`config.mk`:
```
export PLATFORM = sky130hd
export DESIGN_NAME = hazard_ctrl_flat
export DESIGN_NICKNAME = d
export VERILOG_FILES = /design/src/rtl/hazard_pkg.sv /design/src/rtl/hazard_if.sv /design/src/rtl/hz_mdu_timer.sv /design/src/rtl/hazard_ctrl.sv /design/src/flat_wrapper.sv
export SDC_FILE = /design/constraint.sdc
export NUM_CORES = 1
export LEC_CHECK = 0
export BUFFER_PORTS_ARGS = -buffer_cell sky130_fd_sc_hd__buf_2
export CAP_MARGIN = 0
export CORE_MARGIN = 2
export CORE_UTILIZATION = 50
export CTS_CLUSTER_DIAMETER = 30
export DETAILED_ROUTE_END_ITERATION = 10
export PLACE_DENSITY = 0.79
export SYNTH_ARGS = -nofsm -noshare
export SYNTH_HDL_FRONTEND = slang
export SYNTH_SLANG_ARGS = --single-unit
```
`constraint.sdc`:
```
create_clock -name clk -period 2.15 [get_ports clk]
set_input_delay 0.3225 -clock clk [delete_from_list [all_inputs] [get_ports clk]]
set_output_delay 0.3225 -clock clk [all_outputs]
set_load 0.03 [all_outputs]
```
`src/rtl/hazard_pkg.sv`:
```
// rtl/hazard_pkg.sv - shared types and constants for the pipeline hazard controller
package hazard_pkg;

  typedef enum logic [1:0] {S_RUN, S_MDU, S_DWAIT} hz_state_t;

  typedef struct packed {
    logic pc_en;
    logic ifid_en;
    logic ifid_flush;
    logic idex_en;
    logic idex_flush;
    logic exmem_en;
    logic exmem_flush;
    logic memwb_flush;
  } pipe_ctrl_t;

  localparam pipe_ctrl_t PIPE_RUN = '{
    pc_en: 1'b1, ifid_en: 1'b1, ifid_flush: 1'b0, idex_en: 1'b1,
    idex_flush: 1'b0, exmem_en: 1'b1, exmem_flush: 1'b0, memwb_flush: 1'b0
  };

  // A load to $0 never creates a dependency since $0 is hardwired.
  function automatic logic load_use_hit(input logic ex_mem_read, input logic [4:0] ex_rd,
                                        input logic use_rs, input logic [4:0] rs,
                                        input logic use_rt, input logic [4:0] rt);
    return ex_mem_read && (ex_rd != 5'd0) &&
           ((use_rs && (rs == ex_rd)) || (use_rt && (rt == ex_rd)));
  endfunction

endpackage

```
`src/rtl/hazard_if.sv`:
```
// rtl/hazard_if.sv - pipeline status inputs and register-control outputs of the hazard controller
interface hazard_if;
  logic [4:0] id_rs;
  logic [4:0] id_rt;
  logic       id_use_rs;
  logic       id_use_rt;
  logic       ex_mem_read;
  logic [4:0] ex_rd;
  logic       ex_mdu_start;
  logic       ex_redirect;
  logic       mem_valid;
  logic       mem_mem_read;
  logic       dmem_req;
  logic       dmem_ready;
  logic       wb_valid;
  logic       pc_en;
  logic       ifid_en;
  logic       idex_en;
  logic       exmem_en;
  logic       ifid_flush;
  logic       idex_flush;
  logic       exmem_flush;
  logic       memwb_flush;
  logic       use_mem_back;
  logic       use_wb_back;
  logic       mdu_done;

  modport master (
    output id_rs, id_rt, id_use_rs, id_use_rt, ex_mem_read, ex_rd, ex_mdu_start,
           ex_redirect, mem_valid, mem_mem_read, dmem_req, dmem_ready, wb_valid,
    input  pc_en, ifid_en, idex_en, exmem_en, ifid_flush, idex_flush, exmem_flush,
           memwb_flush, use_mem_back, use_wb_back, mdu_done
  );

  modport slave (
    input  id_rs, id_rt, id_use_rs, id_use_rt, ex_mem_read, ex_rd, ex_mdu_start,
           ex_redirect, mem_valid, mem_mem_read, dmem_req, dmem_ready, wb_valid,
    output pc_en, ifid_en, idex_en, exmem_en, ifid_flush, idex_flush, exmem_flush,
           memwb_flush, use_mem_back, use_wb_back, mdu_done
  );
endinterface

```
`src/rtl/hz_mdu_timer.sv`:
```
// rtl/hz_mdu_timer.sv - loadable down-counter timing the remaining MDU occupancy of EX
module hz_mdu_timer #(
  parameter int W = 3
) (
  input  logic         clk,
  input  logic         rst_n,
  input  logic         load,
  input  logic [W-1:0] load_val,
  input  logic         dec,
  output logic         zero
);
  logic [W-1:0] cnt;

  // Neither load nor dec means frozen, which is how a data-memory wait pauses the MDU.
  always_ff @(posedge clk) begin
    if (!rst_n) begin
      cnt <= '0;
    end else if (load) begin
      cnt <= load_val;
    end else if (dec && (cnt != '0)) begin
      cnt <= cnt - 1'b1;
    end
  end

  assign zero = (cnt == '0);
endmodule

```
`src/rtl/hazard_ctrl.sv`:
```
// rtl/hazard_ctrl.sv - stall/flush/forwarding-qualifier controller for the 5-stage core
module hazard_ctrl
  import hazard_pkg::*;
#(
  parameter int MDU_CYCLES = 8,
  parameter int CNT_W      = 32
) (
  input  logic             clk,
  input  logic             rst_n,
  hazard_if.slave          hz,
  output logic [CNT_W-1:0] stall_cycles
);
  localparam int CW = $clog2(MDU_CYCLES);

  hz_state_t  state, state_nx, eff;
  pipe_ctrl_t ctrl;
  logic       mdu_pend, mdu_pend_nx, mdu_done_nx;
  logic       dwait, lu_hit, tmr_load, tmr_dec, tmr_zero;

  hz_mdu_timer #(.W(CW)) u_timer (
    .clk      (clk),
    .rst_n    (rst_n),
    .load     (tmr_load),
    .load_val (CW'(MDU_CYCLES - 2)),
    .dec      (tmr_dec),
    .zero     (tmr_zero)
  );

  always_comb begin
    ctrl        = PIPE_RUN;
    state_nx    = state;
    mdu_pend_nx = mdu_pend;
    mdu_done_nx = 1'b0;
    tmr_load    = 1'b0;
    tmr_dec     = 1'b0;
    dwait       = hz.dmem_req && !hz.dmem_ready;
    lu_hit      = load_use_hit(hz.ex_mem_read, hz.ex_rd, hz.id_use_rs, hz.id_rs,
                               hz.id_use_rt, hz.id_rt);
    // The cycle the memory answers already behaves like the state we paused in.
    eff = state;
    if (state == S_DWAIT && !dwait) eff = mdu_pend ? S_MDU : S_RUN;

    if (dwait) begin
      ctrl.pc_en       = 1'b0;
      ctrl.ifid_en     = 1'b0;
      ctrl.idex_en     = 1'b0;
      ctrl.exmem_en    = 1'b0;
      ctrl.memwb_flush = 1'b1;
      state_nx         = S_DWAIT;
      if (state == S_MDU)      mdu_pend_nx = 1'b1;
      else if (state == S_RUN) mdu_pend_nx = 1'b0;
    end else begin
      mdu_pend_nx = 1'b0;
      case (eff)
        S_MDU: begin
          if (tmr_zero) begin
            state_nx    = S_RUN;
            mdu_done_nx = 1'b1;
          end else begin
            ctrl.pc_en       = 1'b0;
            ctrl.ifid_en     = 1'b0;
            ctrl.idex_en     = 1'b0;
            ctrl.exmem_flush = 1'b1;
            tmr_dec          = 1'b1;
            state_nx         = S_MDU;
          end
        end
        default: begin
          state_nx = S_RUN;
          if (hz.ex_mdu_start) begin
            ctrl.pc_en       = 1'b0;
            ctrl.ifid_en     = 1'b0;
            ctrl.idex_en     = 1'b0;
            ctrl.exmem_flush = 1'b1;
            tmr_load         = 1'b1;
            state_nx         = S_MDU;
          end else if (hz.ex_redirect) begin
            ctrl.ifid_flush = 1'b1;
            ctrl.idex_flush = 1'b1;
          end else if (lu_hit) begin
            ctrl.pc_en      = 1'b0;
            ctrl.ifid_en    = 1'b0;
            ctrl.idex_flush = 1'b1;
          end
        end
      endcase
    end
  end

  always_ff @(posedge clk) begin
    if (!rst_n) begin
      state        <= S_RUN;
      mdu_pend     <= 1'b0;
      hz.mdu_done  <= 1'b0;
      stall_cycles <= '0;
    end else begin
      state       <= state_nx;
      mdu_pend    <= mdu_pend_nx;
      hz.mdu_done <= mdu_done_nx;
      if (!ctrl.pc_en && (stall_cycles != '1)) stall_cycles <= stall_cycles + 1'b1;
    end
  end

  assign hz.pc_en        = ctrl.pc_en;
  assign hz.ifid_en      = ctrl.ifid_en;
  assign hz.idex_en      = ctrl.idex_en;
  assign hz.exmem_en     = ctrl.exmem_en;
  assign hz.ifid_flush   = ctrl.ifid_flush;
  assign hz.idex_flush   = ctrl.idex_flush;
  assign hz.exmem_flush  = ctrl.exmem_flush;
  assign hz.memwb_flush  = ctrl.memwb_flush;
  assign hz.use_mem_back = hz.mem_valid && !hz.mem_mem_read;
  assign hz.use_wb_back  = hz.wb_valid;
endmodule

```
`src/flat_wrapper.sv`:
```
// flat-port wrapper written by rule: the top's interface ports become plain ports
module hazard_ctrl_flat import hazard_pkg::*;
#(
  parameter int MDU_CYCLES = 8,
  parameter int CNT_W      = 32
)
  (clk, rst_n, stall_cycles, hz_id_rs, hz_id_rt, hz_id_use_rs, hz_id_use_rt, hz_ex_mem_read, hz_ex_rd, hz_ex_mdu_start, hz_ex_redirect, hz_mem_valid, hz_mem_mem_read, hz_dmem_req, hz_dmem_ready, hz_wb_valid, hz_pc_en, hz_ifid_en, hz_idex_en, hz_exmem_en, hz_ifid_flush, hz_idex_flush, hz_exmem_flush, hz_memwb_flush, hz_use_mem_back, hz_use_wb_back, hz_mdu_done);
  hazard_if hz_i ();
  input  logic clk;
  input  logic rst_n;
  output logic [CNT_W-1:0] stall_cycles;
  input wire logic [$bits(hz_i.id_rs)-1:0] hz_id_rs;
  input wire logic [$bits(hz_i.id_rt)-1:0] hz_id_rt;
  input wire logic [$bits(hz_i.id_use_rs)-1:0] hz_id_use_rs;
  input wire logic [$bits(hz_i.id_use_rt)-1:0] hz_id_use_rt;
  input wire logic [$bits(hz_i.ex_mem_read)-1:0] hz_ex_mem_read;
  input wire logic [$bits(hz_i.ex_rd)-1:0] hz_ex_rd;
  input wire logic [$bits(hz_i.ex_mdu_start)-1:0] hz_ex_mdu_start;
  input wire logic [$bits(hz_i.ex_redirect)-1:0] hz_ex_redirect;
  input wire logic [$bits(hz_i.mem_valid)-1:0] hz_mem_valid;
  input wire logic [$bits(hz_i.mem_mem_read)-1:0] hz_mem_mem_read;
  input wire logic [$bits(hz_i.dmem_req)-1:0] hz_dmem_req;
  input wire logic [$bits(hz_i.dmem_ready)-1:0] hz_dmem_ready;
  input wire logic [$bits(hz_i.wb_valid)-1:0] hz_wb_valid;
  output wire logic [$bits(hz_i.pc_en)-1:0] hz_pc_en;
  output wire logic [$bits(hz_i.ifid_en)-1:0] hz_ifid_en;
  output wire logic [$bits(hz_i.idex_en)-1:0] hz_idex_en;
  output wire logic [$bits(hz_i.exmem_en)-1:0] hz_exmem_en;
  output wire logic [$bits(hz_i.ifid_flush)-1:0] hz_ifid_flush;
  output wire logic [$bits(hz_i.idex_flush)-1:0] hz_idex_flush;
  output wire logic [$bits(hz_i.exmem_flush)-1:0] hz_exmem_flush;
  output wire logic [$bits(hz_i.memwb_flush)-1:0] hz_memwb_flush;
  output wire logic [$bits(hz_i.use_mem_back)-1:0] hz_use_mem_back;
  output wire logic [$bits(hz_i.use_wb_back)-1:0] hz_use_wb_back;
  output wire logic [$bits(hz_i.mdu_done)-1:0] hz_mdu_done;
  assign hz_i.id_rs = hz_id_rs;
  assign hz_i.id_rt = hz_id_rt;
  assign hz_i.id_use_rs = hz_id_use_rs;
  assign hz_i.id_use_rt = hz_id_use_rt;
  assign hz_i.ex_mem_read = hz_ex_mem_read;
  assign hz_i.ex_rd = hz_ex_rd;
  assign hz_i.ex_mdu_start = hz_ex_mdu_start;
  assign hz_i.ex_redirect = hz_ex_redirect;
  assign hz_i.mem_valid = hz_mem_valid;
  assign hz_i.mem_mem_read = hz_mem_mem_read;
  assign hz_i.dmem_req = hz_dmem_req;
  assign hz_i.dmem_ready = hz_dmem_ready;
  assign hz_i.wb_valid = hz_wb_valid;
  assign hz_pc_en = hz_i.pc_en;
  assign hz_ifid_en = hz_i.ifid_en;
  assign hz_idex_en = hz_i.idex_en;
  assign hz_exmem_en = hz_i.exmem_en;
  assign hz_ifid_flush = hz_i.ifid_flush;
  assign hz_idex_flush = hz_i.idex_flush;
  assign hz_exmem_flush = hz_i.exmem_flush;
  assign hz_memwb_flush = hz_i.memwb_flush;
  assign hz_use_mem_back = hz_i.use_mem_back;
  assign hz_use_wb_back = hz_i.use_wb_back;
  assign hz_mdu_done = hz_i.mdu_done;
  hazard_ctrl #(.MDU_CYCLES(MDU_CYCLES), .CNT_W(CNT_W)) u_core (.clk(clk), .rst_n(rst_n), .hz(hz_i), .stall_cycles(stall_cycles));
endmodule
```
Word-level counts from Yosys, hierarchy flattened --
Index checks and enable logic that the tools add are counted.
Word-level totals: flip-flop bits (word level) 39, input bits 27, output and inout port bits 43, word-level logic and storage cells 80
Operators by class: $add $sub $neg 2, equality and inequality tests 6, muxes and demuxes 39, bitwise operators 2, reduce and logical (&&, ||, !) cells 24
Operator list (number):
- $add 32x1->32 const B | 1
- $ne 32x32->1 const B | 1
- $mux 1 | 28
- $mux 2 | 9
- $eq 5x5->1 | 2
- $logic_and 1x1->1 | 9
- $mux 3 | 2
- $reduce_bool 5->1 | 1
- $eq 2x1->1 const B | 2
- $logic_not 1->1 | 4
- $reduce_bool 2->1 | 2
- $reduce_or 2->1 | 2
- $logic_not 3->1 | 1
- $reduce_bool 3->1 | 1
- $reduce_or 3->1 | 1
- $sub 3x1->3 const B | 1
- $eq 2x2->1 const B | 1
- $logic_not 2->1 | 1
- $not 1->1 | 2
- $reduce_and 2->1 | 1
- $logic_or 1x1->1 | 1

Longest topological paths before layout --
depth in word-level cells 11, gate-level depth with buffers 11, depth with buffers taken out 9

Cells and area by module --
A second synthesis with hierarchy kept.
Unflattened totals: cells, all modules 280, area, all modules 2358.5 um^2
By module, submodules not included:
- hazard_ctrl | times used 1, cells each 259, area each 2173.3 um^2, sequential area each 720.7 um^2
- hz_mdu_timer | times used 1, cells each 21, area each 185.2 um^2, sequential area each 60.1 um^2

Worst setup path after synthesis --
No wires, ideal clock.
path type flip-flop to output port, start point reg u_core.u_timer.cnt[0], end point out hz_pc_en, arrival time 2309 ps, data required time 1827 ps, slack -481 ps, cell stages (with the launch flop) 11, path buffers 3, path through dfxtp_1 -> inv_1 -> ha_1 -> nor2b_1 -> nand3_1 -> a21oi_1 -> a21bo_1 -> buf_6 -> buf_2 -> inv_1 -> buf_4
On the way: cells in the longest elaborated chain, start to end 4
Ends and longest elaborated chain:
- start: declaration | line hz_mdu_timer.sv:12 | logic [W-1:0] cnt;
- start signal: assignment | line hz_mdu_timer.sv:19 | cnt <= load_val;
- start signal: assignment | line hz_mdu_timer.sv:21 | cnt <= cnt - 1'b1;
- $logic_not 3->1 | line hz_mdu_timer.sv:25 | assign zero = (cnt == '0);
- $mux 2 | line hazard_ctrl.sv:56 | if (tmr_zero) begin
- $mux 2 | line hazard_ctrl.sv:54 | case (eff)
- $mux 2 | line hazard_ctrl.sv:43 | if (dwait) begin
- end: declaration | line flat_wrapper.sv:25 | output wire logic [$bits(hz_i.pc_en)-1:0] hz_pc_en;
Every way passes these cells.

Final worst setup path --
Ends and elaborated chain as after synthesis.

==> results.sh <==
export IMPL_status="completed"
export IMPL_dp_cells=383
export IMPL_reg2reg_depth=7
export IMPL_synth_fa_ha_area_frac=0.01790
export IMPL_cts_buffer_depth=2
export IMPL_synthArstFlopShare=0
export IMPL_grt_max_degree=30
export IMPL_wl_per_cell_um=12.96
export IMPL_fin_crit_ps=2096
export IMPL_grt_pass1_wl_mm=8.017
export IMPL_p_per_area_nw_per_um2=539.2
export IMPL_synth_edff_count=0
export IMPL_track_usage=0.2235
export IMPL_first_iter_violations=124
export IMPL_insertion_delay_ps=290
export IMPL_yosysMostFrequentCell="dfxtp_1"
export IMPL_multi_input_area_um2=1299
export IMPL_ys_top_cells_by_area="dfxtp_1 37%, xor2_1 7.1%, xnor2_1 5.0%, and3_1 3.9%, a21oi_1 3.8%"
export IMPL_synth_compound_area_frac=0.1080
export IMPL_cts_tree="done"
export IMPL_grt_pass1_vias=1908
export IMPL_timing_rr_end="u_core.stall_cycles[31]"
export IMPL_cp_start_kind="register"
export IMPL_fin_util=0.7118
export IMPL_htreeDepth=2
export IMPL_critPathArrivalTime_ps=1770
export IMPL_drive_gt1_frac=0.3779
export IMPL_synthSimpleGateAreaFrac=0.3252
export IMPL_fmax_mhz=477.0
export IMPL_drv_slew=0
export IMPL_port_buffers=67
export IMPL_fin_skew_ps=5.440
export IMPL_drt_antenna_violating_nets=0
export IMPL_core_um2=4029
export IMPL_firstDrtPassIters=4
export IMPL_diodes=0
export IMPL_dpl_hpwl_mm=3.705
export IMPL_fin_cells=394
export IMPL_synth_xor_area_frac=0.1211
export IMPL_synthCells=250
export IMPL_clock_root_buffer="clkbuf_8"
export IMPL_antenna_found_initial=0
export IMPL_dieArea_um2=4728
export IMPL_avgSynthCellArea_um2=8.388
export IMPL_cts_made_buffers=5
export IMPL_worstHoldPathType="in2reg"
export IMPL_initial_core_util=0.5205
export IMPL_fillCellCount=316
export IMPL_synth_flop_cell="dfxtp_1"
export IMPL_power_leakage_nw=1.334
export IMPL_yosysSeqAreaShare=0.3723
export IMPL_gr_total_overflow=0
export IMPL_cap_viol_max_count=0
export IMPL_syn2layout_area_growth_pct=36.75
export IMPL_synth_lib_cells_used_distinct=43
export IMPL_tightestPinTransition_ps=312.7
export IMPL_routed_wl_mm=5.105
export IMPL_crit_required_ps=1830
export IMPL_final_nets=374
export IMPL_hp_start="rst_n"
export IMPL_clock_sink_count=39
export IMPL_worst_hold_path_endpoint="u_core.stall_cycles[25]"
export IMPL_synth_top_area_cell="dfxtp_1"
export IMPL_netlist_top_cells_count="39 x dfxtp_1, 21 x nor2_1, 20 x nand2_1, 17 x xor2_1, 16 x a21oi_1"
export IMPL_via_per_inst=5.429
export IMPL_place_congestion=0.8223
export IMPL_drc=0
export IMPL_syn_cell_area_um2=2097
export IMPL_synthDominantCellAreaShare=0.3723
export IMPL_reg2reg_from="u_core.stall_cycles[13]"
export IMPL_hold_viol=0
export IMPL_synth_fp_nets=280
export IMPL_synthMuxAreaShare=0.009547
export IMPL_synth_top_family_by_area="simple AND/OR/NAND/NOR gates"
export IMPL_fp_row_count=23
export IMPL_critPathMaxFanout=4
export IMPL_ios=70
export IMPL_vias=2139
export IMPL_yosys_register_bits=39
export IMPL_hold_depth=3
export IMPL_rrSetupSlack_ps=130
export IMPL_finalCritPeriodShare=0.9751
export IMPL_max_vdd_ir_drop_v=0.0004411
export IMPL_seq_area_um2=784.5
export IMPL_clk_pin_slew_ps=80
export IMPL_die_h_um=68.76
export IMPL_relSlewSlack=0.7915
export IMPL_ys_warn_count=0
export IMPL_path_class="reg2out"
export IMPL_setup_viol=0
export IMPL_end_kind="output port"
export IMPL_die_w_um=68.76
-- worst max path at each step --
stage,start,depth (start not counted),to,slack (ps)
after floorplan,u_core.stall_cycles[10],7,u_core.stall_cycles[26],3
after global placement,hz_ex_rd[0],8,hz_ifid_en,-10
after detailed placement,hz_ex_rd[0],8,hz_pc_en,-70
after CTS,u_core.u_timer.cnt[0],9,hz_pc_en,7
after global routing,u_core.u_timer.cnt[0],9,hz_ifid_en,-30
final,u_core.u_timer.cnt[0],9,hz_pc_en,50
-- power breakdown --
part / switching, mW / internal, mW / total, mW
clock: 0.253 / 0.252 / 0.505
combinational: 0.159 / 0.130 / 0.290
sequential: 0.0135 / 0.738 / 0.752
-- flip-flops by register name (all words and copies together) (netlist names) --
register / flops
u_core.stall_cycles: 32
u_core.mdu_pend: 1
u_core.u_timer.cnt: 3
u_core.hz.mdu_done: 1
u_core.state: 2
-- cell usage in the layout, fill, tap and decap left out, types with 3 or more instances in the layout --
master,count
a21oi_1,15
and3_1,13
and4_1,4
buf_2,65
buf_4,29
buf_6,3
clkbuf_8,6
dfxtp_1,36
dfxtp_2,3
inv_1,4
inv_2,3
nand2_1,20
nand2b_1,4
nand3_1,14
nand4_1,11
nor2_1,21
nor2b_1,4
o21ai_0,5
o21ai_1,3
o31ai_1,4
or3_1,7
or4_1,4
xnor2_1,12
xor2_1,17
-- layer usage --
metal / track usage / share of wire / vias to the layer above
met5: 0 / 0 / -
met4: 0.08578 / 0.011 / 0
met3: 0.05844 / 0.062 / 7
met2: 0.3978 / 0.49 / 76
met1: 0.2542 / 0.43 / 987
li1: - / - / 1069
-- critical path: stages (launching register included) --
cell        delay [ps]
dfxtp_1            310
inv_2               80
ha_4               130
nor2b_4            160
nand3_2             90
a21oi_4            130
a21bo_4            240
buf_6              130
clkinvlp_4          80
buf_6              130
-- timing repair --
item | in CTS | in global routing
gates resized for setup | 6 | 9
pin swaps | 0 | 3
buffers inserted | 2 | 2
hold buffers | 0 | 0
setup endpoints to repair | 5 | 13
-- per-stage QoR --
step	power (mW)	setup TNS (ps)	setup slack (ps)	cell area, µm²	hold WS, ps
finish	1.546	0	53.55	2868	364.9
global route	1.607	-59.68	-26.71	2868	389.8
CTS	1.539	0	6.521	2810	361.7
detailed placement	1.026	-818.1	-74.65	2683	473.7
global placement	1.019	-29.13	-14.57	2683	470.3
floorplan	0.9422	0	3.354	2138	468.4
-- area by class of cell --
| type | count | share of cell area |
|---|---|---|
| Multi-Input combinational cell | 191 | 0.4529 |
| Tap cell | 50 | 0.02182 |
| Clock buffer | 6 | 0.02880 |
| Timing Repair Buffer | 98 | 0.2081 |
| Inverter | 9 | 0.01309 |
| Sequential cell | 39 | 0.2736 |
| Clock inverter | 1 | 0.001745 |
-- cell families after synthesis --
group / after synthesis
adder cells (fa/ha/maj): 3
AND/OR/NAND/NOR: 119
flip-flops: 39
multiplexers: 2
AO/OA/AOI/OAI: 38
XOR/XNOR: 29
buffers and inverters: 20
Note: power is estimated with default switching activity, not from simulation.
